$ cat src/rtl/prefix_adder_bist.sv
// prefix_adder_bist: built-in self-test driver for the prefix_adder datapath.
// It generates operand vectors, drives them into the adder and checks the
// returned sum and carry against an internal golden result every cycle. It
// reports the vector count, the error count and pass/fail.
//
// Optional feature macro: PREFIX_ADDER_BIST_ERRLOG_EN
//   defined   -> the first-failure log (fail_index, fail_s, fail_cout,
//                fail_valid) is implemented.
//   undefined -> the log registers are removed and those ports read 0.
//
// Handshake: start and abort are level-sampled, one-cycle control inputs,
// not valid/ready. start is taken only in IDLE or DONE. abort is taken only
// in RUN and wins over start and over the compare on the same edge. The
// adder path is an open loop: operands are registered, and the combinational
// result comes back within one clock.
//
// Vector sequence by index:
//   0: a=0, b=0, cin=0
//   1: a=all-ones, b=0, cin=1
//   2: a=all-ones, b=all-ones, cin=1
//   3: a=0101..(MSB first), b=1010.., cin=1
//  >=4: both xorshift32 generators step once. a=xsA[WIDTH-1:0],
//       b=xsB[WIDTH-1:0], cin=xsA[31]^xsB[31]
module prefix_adder_bist #(
   parameter int unsigned WIDTH       = 32,
   parameter int unsigned NUM_VECTORS = 10000,
   parameter logic [31:0] SEED_A      = 32'h1D872B41,
   parameter logic [31:0] SEED_B      = 32'h6B8B4567
) (
   input  logic             clk,
   input  logic             rst_n,
   input  logic             start,
   input  logic             abort,
   output logic [WIDTH-1:0] dut_a,
   output logic [WIDTH-1:0] dut_b,
   output logic             dut_cin,
   input  logic [WIDTH-1:0] dut_s,
   input  logic             dut_cout,
   output logic             busy,
   output logic             done,
   output logic             pass,
   output logic [31:0]      vec_count,
   output logic [31:0]      err_count,
   output logic [31:0]      fail_index,
   output logic [WIDTH-1:0] fail_s,
   output logic             fail_cout,
   output logic             fail_valid,
   output logic [1:0]       dbg_state
);

   typedef enum logic [1:0] {
      ST_IDLE = 2'd0,
      ST_RUN  = 2'd1,
      ST_DONE = 2'd2
   } state_t;

   // One xorshift32 step: x ^= x<<13; x ^= x>>17; x ^= x<<5.
   function automatic logic [31:0] xs_step(input logic [31:0] x);
      logic [31:0] y;
      y = x ^ (x << 13);
      y = y ^ (y >> 17);
      y = y ^ (y << 5);
      return y;
   endfunction

   // Alternating pattern whose MSB is 0 when read MSB first: 0101...
   function automatic logic [WIDTH-1:0] alt_pattern();
      logic [WIDTH-1:0] p;
      p = '0;
      for (int i = 0; i < int'(WIDTH); i++) begin
         p[i] = (((int'(WIDTH) - 1 - i) % 2) == 1);
      end
      return p;
   endfunction

   localparam logic [WIDTH-1:0] ALL_ONES = '1;
   localparam logic [WIDTH-1:0] ALT_A    = alt_pattern();
   localparam logic [31:0]      LAST_CNT = 32'(NUM_VECTORS);

   // ------------------------------------------------------------------
   // State and datapath registers
   // ------------------------------------------------------------------
   state_t           state_q, state_d;
   logic [WIDTH-1:0] a_q, a_d;
   logic [WIDTH-1:0] b_q, b_d;
   logic             cin_q, cin_d;
   logic [WIDTH-1:0] exp_s_q, exp_s_d;
   logic             exp_cout_q, exp_cout_d;
   logic [31:0]      xs_a_q, xs_a_d;
   logic [31:0]      xs_b_q, xs_b_d;
   logic [31:0]      vec_count_q, vec_count_d;
   logic [31:0]      err_count_q, err_count_d;

`ifdef PREFIX_ADDER_BIST_ERRLOG_EN
   logic [31:0]      fail_index_q, fail_index_d;
   logic [WIDTH-1:0] fail_s_q, fail_s_d;
   logic             fail_cout_q, fail_cout_d;
   logic             fail_valid_q, fail_valid_d;
`endif

   // Candidate next vector, chosen by the index it will occupy.
   logic [31:0]      vec_idx;
   logic [31:0]      xs_a_step;
   logic [31:0]      xs_b_step;
   logic [WIDTH-1:0] vec_a;
   logic [WIDTH-1:0] vec_b;
   logic             vec_cin;
   logic             vec_prng;
   logic [WIDTH:0]   vec_sum;
   logic             mismatch;
   logic             last_vec;

   // Index of the vector to load next: 0 on a fresh start, else the one after the vector now being checked.
   always_comb begin
      vec_idx = 32'd0;
      if (state_q == ST_RUN) begin
         vec_idx = vec_count_q + 32'd1;
      end
   end

   // Build the operands and golden result for vec_idx.
   always_comb begin
      xs_a_step = xs_step(xs_a_q);
      xs_b_step = xs_step(xs_b_q);
      vec_prng  = 1'b0;
      vec_a     = '0;
      vec_b     = '0;
      vec_cin   = 1'b0;
      case (vec_idx)
         32'd0: begin
            vec_a   = '0;
            vec_b   = '0;
            vec_cin = 1'b0;
         end
         32'd1: begin
            vec_a   = ALL_ONES;
            vec_b   = '0;
            vec_cin = 1'b1;
         end
         32'd2: begin
            vec_a   = ALL_ONES;
            vec_b   = ALL_ONES;
            vec_cin = 1'b1;
         end
         32'd3: begin
            vec_a   = ALT_A;
            vec_b   = ~ALT_A;
            vec_cin = 1'b1;
         end
         default: begin
            vec_prng = 1'b1;
            vec_a    = xs_a_step[WIDTH-1:0];
            vec_b    = xs_b_step[WIDTH-1:0];
            vec_cin  = xs_a_step[31] ^ xs_b_step[31];
         end
      endcase
      vec_sum = {1'b0, vec_a} + {1'b0, vec_b} + {{WIDTH{1'b0}}, vec_cin};
   end

   // Compare the adder's returned result against the golden result for the vector on the bus.
   always_comb begin
      mismatch = (dut_s != exp_s_q) || (dut_cout != exp_cout_q);
      last_vec = ((vec_count_q + 32'd1) == LAST_CNT);
   end

   // FSM next state plus datapath next values.
   always_comb begin
      state_d     = state_q;
      a_d         = a_q;
      b_d         = b_q;
      cin_d       = cin_q;
      exp_s_d     = exp_s_q;
      exp_cout_d  = exp_cout_q;
      xs_a_d      = xs_a_q;
      xs_b_d      = xs_b_q;
      vec_count_d = vec_count_q;
      err_count_d = err_count_q;
`ifdef PREFIX_ADDER_BIST_ERRLOG_EN
      fail_index_d = fail_index_q;
      fail_s_d     = fail_s_q;
      fail_cout_d  = fail_cout_q;
      fail_valid_d = fail_valid_q;
`endif
      case (state_q)
         ST_IDLE, ST_DONE: begin
            if (start) begin
               state_d     = ST_RUN;
               vec_count_d = 32'd0;
               err_count_d = 32'd0;
               xs_a_d      = SEED_A;
               xs_b_d      = SEED_B;
               a_d         = vec_a;
               b_d         = vec_b;
               cin_d       = vec_cin;
               exp_s_d     = vec_sum[WIDTH-1:0];
               exp_cout_d  = vec_sum[WIDTH];
`ifdef PREFIX_ADDER_BIST_ERRLOG_EN
               fail_index_d = 32'd0;
               fail_s_d     = '0;
               fail_cout_d  = 1'b0;
               fail_valid_d = 1'b0;
`endif
            end
         end
         ST_RUN: begin
            if (abort) begin
               // Counters and operands stay frozen where the run stopped.
               state_d = ST_IDLE;
            end else begin
               vec_count_d = vec_count_q + 32'd1;
               if (mismatch) begin
                  if (err_count_q != 32'hFFFF_FFFF) begin
                     err_count_d = err_count_q + 32'd1;
                  end
`ifdef PREFIX_ADDER_BIST_ERRLOG_EN
                  if (!fail_valid_q) begin
                     fail_index_d = vec_count_q;
                     fail_s_d     = dut_s;
                     fail_cout_d  = dut_cout;
                     fail_valid_d = 1'b1;
                  end
`endif
               end
               if (last_vec) begin
                  // Operands stay on the bus so the adder output is stable in DONE.
                  state_d = ST_DONE;
               end else begin
                  a_d        = vec_a;
                  b_d        = vec_b;
                  cin_d      = vec_cin;
                  exp_s_d    = vec_sum[WIDTH-1:0];
                  exp_cout_d = vec_sum[WIDTH];
                  if (vec_prng) begin
                     xs_a_d = xs_a_step;
                     xs_b_d = xs_b_step;
                  end
               end
            end
         end
         default: begin
            state_d = ST_IDLE;
         end
      endcase
   end

   // State and datapath registers, all cleared by the asynchronous reset.
   always_ff @(posedge clk or negedge rst_n) begin
      if (!rst_n) begin
         state_q     <= ST_IDLE;
         a_q         <= '0;
         b_q         <= '0;
         cin_q       <= 1'b0;
         exp_s_q     <= '0;
         exp_cout_q  <= 1'b0;
         xs_a_q      <= 32'd0;
         xs_b_q      <= 32'd0;
         vec_count_q <= 32'd0;
         err_count_q <= 32'd0;
      end else begin
         state_q     <= state_d;
         a_q         <= a_d;
         b_q         <= b_d;
         cin_q       <= cin_d;
         exp_s_q     <= exp_s_d;
         exp_cout_q  <= exp_cout_d;
         xs_a_q      <= xs_a_d;
         xs_b_q      <= xs_b_d;
         vec_count_q <= vec_count_d;
         err_count_q <= err_count_d;
      end
   end

`ifdef PREFIX_ADDER_BIST_ERRLOG_EN
   // First-failure log registers.
   always_ff @(posedge clk or negedge rst_n) begin
      if (!rst_n) begin
         fail_index_q <= 32'd0;
         fail_s_q     <= '0;
         fail_cout_q  <= 1'b0;
         fail_valid_q <= 1'b0;
      end else begin
         fail_index_q <= fail_index_d;
         fail_s_q     <= fail_s_d;
         fail_cout_q  <= fail_cout_d;
         fail_valid_q <= fail_valid_d;
      end
   end

   assign fail_index = fail_index_q;
   assign fail_s     = fail_s_q;
   assign fail_cout  = fail_cout_q;
   assign fail_valid = fail_valid_q;
`else
   assign fail_index = 32'd0;
   assign fail_s     = '0;
   assign fail_cout  = 1'b0;
   assign fail_valid = 1'b0;
`endif

   assign dut_a     = a_q;
   assign dut_b     = b_q;
   assign dut_cin   = cin_q;
   assign busy      = (state_q == ST_RUN);
   assign done      = (state_q == ST_DONE);
   assign pass      = (state_q == ST_DONE) && (err_count_q == 32'd0);
   assign vec_count = vec_count_q;
   assign err_count = err_count_q;
   assign dbg_state = state_q;

endmodule

$ cat config.mk
export PLATFORM = sky130hd
export DESIGN_NAME = prefix_adder_bist
export DESIGN_NICKNAME = d
export VERILOG_FILES = /design/src/rtl/prefix_adder_bist.sv
export SDC_FILE = /design/constraint.sdc
export NUM_CORES = 1
export LEC_CHECK = 0
export BUFFER_PORTS_ARGS = -buffer_cell sky130_fd_sc_hd__buf_2
export CAP_MARGIN = 20
export CORE_MARGIN = 8
export CORE_UTILIZATION = 55
export DETAILED_ROUTE_END_ITERATION = 8
export PLACE_DENSITY = 0.78
export SLEW_MARGIN = 5
export SYNTH_ARGS = -nofsm -noshare
export SYNTH_HDL_FRONTEND = slang
export SYNTH_SLANG_ARGS = --single-unit
$ cat constraint.sdc
create_clock -name clk -period 6.7 [get_ports clk]
set_input_delay 0.67 -clock clk [delete_from_list [all_inputs] [get_ports clk]]
set_output_delay 0.67 -clock clk [all_outputs]
set_load 0.05 [all_outputs]
==> results.toml <==
[sta]
slew-limit-headroom = 0.308
skew_ns = 0.0155
hold_viol = 0
tns_ns = 0
finalCritPeriodShare = 0.929
rsz0062_at_grt = "no"
fin_crit_ns = 6.22
setup_ws_ns = 0.476
fmax_ghz = 0.161
worstMarginPinSlew_ns = 1.04
drv_slew = 0
hold_ws_ns = 0.218
final-setup-viol-count = 0

[worst_setup_path]
crit_required_ns = 7.19
path_buf_inv = 0
crit_path_top_delay_cell = "or4b_2"
rr_endpoint = "exp_s_q[29]$_DFFE_PN0P_"
worstPathCellList = "ha_1 > nand2_1 > or4_4 > a2111o_1 > a211o_1 > nor4b_2 > nand4_1 > nor2_1 > mux2i_1 > nor2_1 > ha_1 > a211oi_1 > o21bai_1 > o211ai_1 > a211oi_1 > o21ai_1 > a2111oi_1 > o31ai_1 > or4b_2 > nand3_1"
critPathMaxFanout = 10
ff2ff_path_depth = 20
start_kind = "register"
r2r_start = "vec_count[1]$_DFFE_PN0P_"
reg2reg_slack_ns = 0.48
crit_family = "simple AND/OR/NAND/NOR gates"
worst_ep_arrival_time_ns = 6.72
crit_type = "register to register"
cpPeakStageDelay_ns = 0.61
end_kind = "register"

[drt]
drcViolationCount = 0
wl_per_cell_um = 21.9
antenna_left = 0
wl_um = 45200
vias_per_cell = 6.17
vias = 12700
drt_iter0_markers = 1384
dr.pass1.iters = 5

[synthesis]
yosysMostFrequentCell = "dfrtp_1"
yosysTopAreaCell = "dfrtp_1"
ys_ff_latch = 228
yosysTopAreaCellShare = 0.381
synth_common_cells = "dfrtp_1, o21ai_0, xnor2_1"
synthArstFlopShare = 1.00
yosysSeqAreaShare = 0.381
synthCells = 1581
synthDistinctLibCells = 74
ys_top_cells_by_area = "dfrtp_1, xnor2_1, o21ai_0"
syn_area_mm2 = 0.0150
ys.flop_type = "dfrtp_1"
syn_area_per_cell_um2 = 9.48
yosysWarnings = 0
synth_edf_count = 0

[clock_tree]
clock_latency_ns = 0.55
path_clk_slew_ns = 0.06
cts_buffer_depth = 3
cts_hold_buf = 0
numCtsBuffers = 27
cts_root_buf = "clkbuf_16"
h-tree-depth = 1
cts.sinks = 228
cts_tree = "yes"

[min_path]
hp-class = "primary input to asynchronous set/reset pin"

[floorplan]
io_pins = 237
die-width_um = 181
die-height_um = 181
fp.dieArea_mm2 = 0.0328
core_mm2 = 0.0269
initial_core_util = 0.558
num_rows = 60

[placement]
gp_congestion = 0.950
place_area_mm2 = 0.0158
portBuffers = 170
place_ws_ns = 0.194
hpwl_um = 32800

[global_routing]
grt_max_degree = 120
grt_use_total = 0.261
overflow = 0
antenna_found_initial = 0
grt_pass1_vias = 12200
grt_pass1_wl_um = 69700

[run_status]
status = "complete, no violations"

[finish]
fillers = 2203
drive_gt1_frac = 0.197
stdcell_area_mm2 = 0.0169
synthToLayoutAreaGrowth_pct = 12.7
fin_nets = 1779
antenna_cells = 0

[job]
drv_cap = 0
-- what timing repair did --
action	in CTS	in global routing
endpoints found under the setup margin	0	13
gates resized for setup	0	8
setup buffers	0	2
-- layout by cell type, fill, tap and decap left out, types with 43 or more instances in the layout --
cell / instances
xor2_1: 81
o21ai_0: 165
nand2_1: 104
nor2_1: 76
xnor2_1: 155
mux2_4: 49
dfrtp_1: 228
buf_2: 169
o31ai_1: 45
a21oi_1: 43
conb_1: 66
-- registers in the layout (all words and copies together) (netlist names) --
name        flops
exp_s_q        32
xs_a_q         32
dut_b          32
vec_count      32
dbg_state       2
dut_cin         1
exp_cout_q      1
xs_b_q         32
err_count      32
dut_a          32
-- area by class of cell --
class	instances	area, µm²	share of cell area
sequential	228	5710	0.338
multi-input combinational	1208	8450	0.500
timing repair buffer	200	1160	0.0689
clock buffer	34	752	0.0445
inverter	40	151	0.00896
clock inverter	15	245	0.0145
tap	341	427	0.0253
-- metal layers --
layer,track usage,routed length [µm],up-vias
met4,0.0866,1470,0
met5,0,0,-
li1,-,-,5752
met3,0.0449,3590,94
met2,0.420,20900,594
met1,0.354,19300,6309
-- per-stage QoR --
stage | util | instances
floorplan | - | 1646
global placement | 0.587 | 2013
detailed placement | 0.587 | 2013
CTS | 0.624 | 2062
global route | 0.629 | 2066
finish | 0.629 | 2066
-- worst max-delay path by stage --
stage | start | endpoint | cells after the start
finish | vec_count[1]$_DFFE_PN0P_ | exp_s_q[29]$_DFFE_PN0P_ | 20
detailed placement | vec_count[1]$_DFFE_PN0P_ | exp_s_q[29]$_DFFE_PN0P_ | 19
global placement | vec_count[1]$_DFFE_PN0P_ | exp_s_q[29]$_DFFE_PN0P_ | 19
floorplan | vec_count[1]$_DFFE_PN0P_ | exp_s_q[30]$_DFFE_PN0P_ | 24
global route | vec_count[1]$_DFFE_PN0P_ | exp_cout_q$_DFFE_PN0P_ | 23
CTS | vec_count[1]$_DFFE_PN0P_ | exp_s_q[29]$_DFFE_PN0P_ | 19
-- worst register-to-register path, cell delays in order (launching register included) --
cell       delay (ns)
dfrtp_1          0.49
ha_1             0.31
nand2_1          0.12
or4_4            0.58
a2111o_1         0.32
a211o_1          0.31
nor4b_2          0.31
nand4_1          0.26
nor2_1           0.36
mux2i_1          0.36
nor2_1           0.09
ha_1             0.32
a211oi_1         0.27
o21bai_1         0.17
o211ai_1         0.26
a211oi_1         0.18
o21ai_1          0.30
a2111oi_1        0.16
o31ai_1          0.30
or4b_2           0.61
nand3_1          0.10
-- kinds of logic after synthesis --
kind of cell,after synthesis,synth area share
other,1,0.000250
buffers and inverters,210,0.0764
XOR/XNOR,236,0.138
multiplexers,74,0.0674
adder cells (fa/ha/maj),37,0.0319
flip-flops,228,0.381
AND/OR/NAND/NOR,397,0.135
AO/OA/AOI/OAI,398,0.171
Power is left out: the tool's default activity adds up to more than one toggle a clock period on the data nets, which glitch-free logic cannot reach.
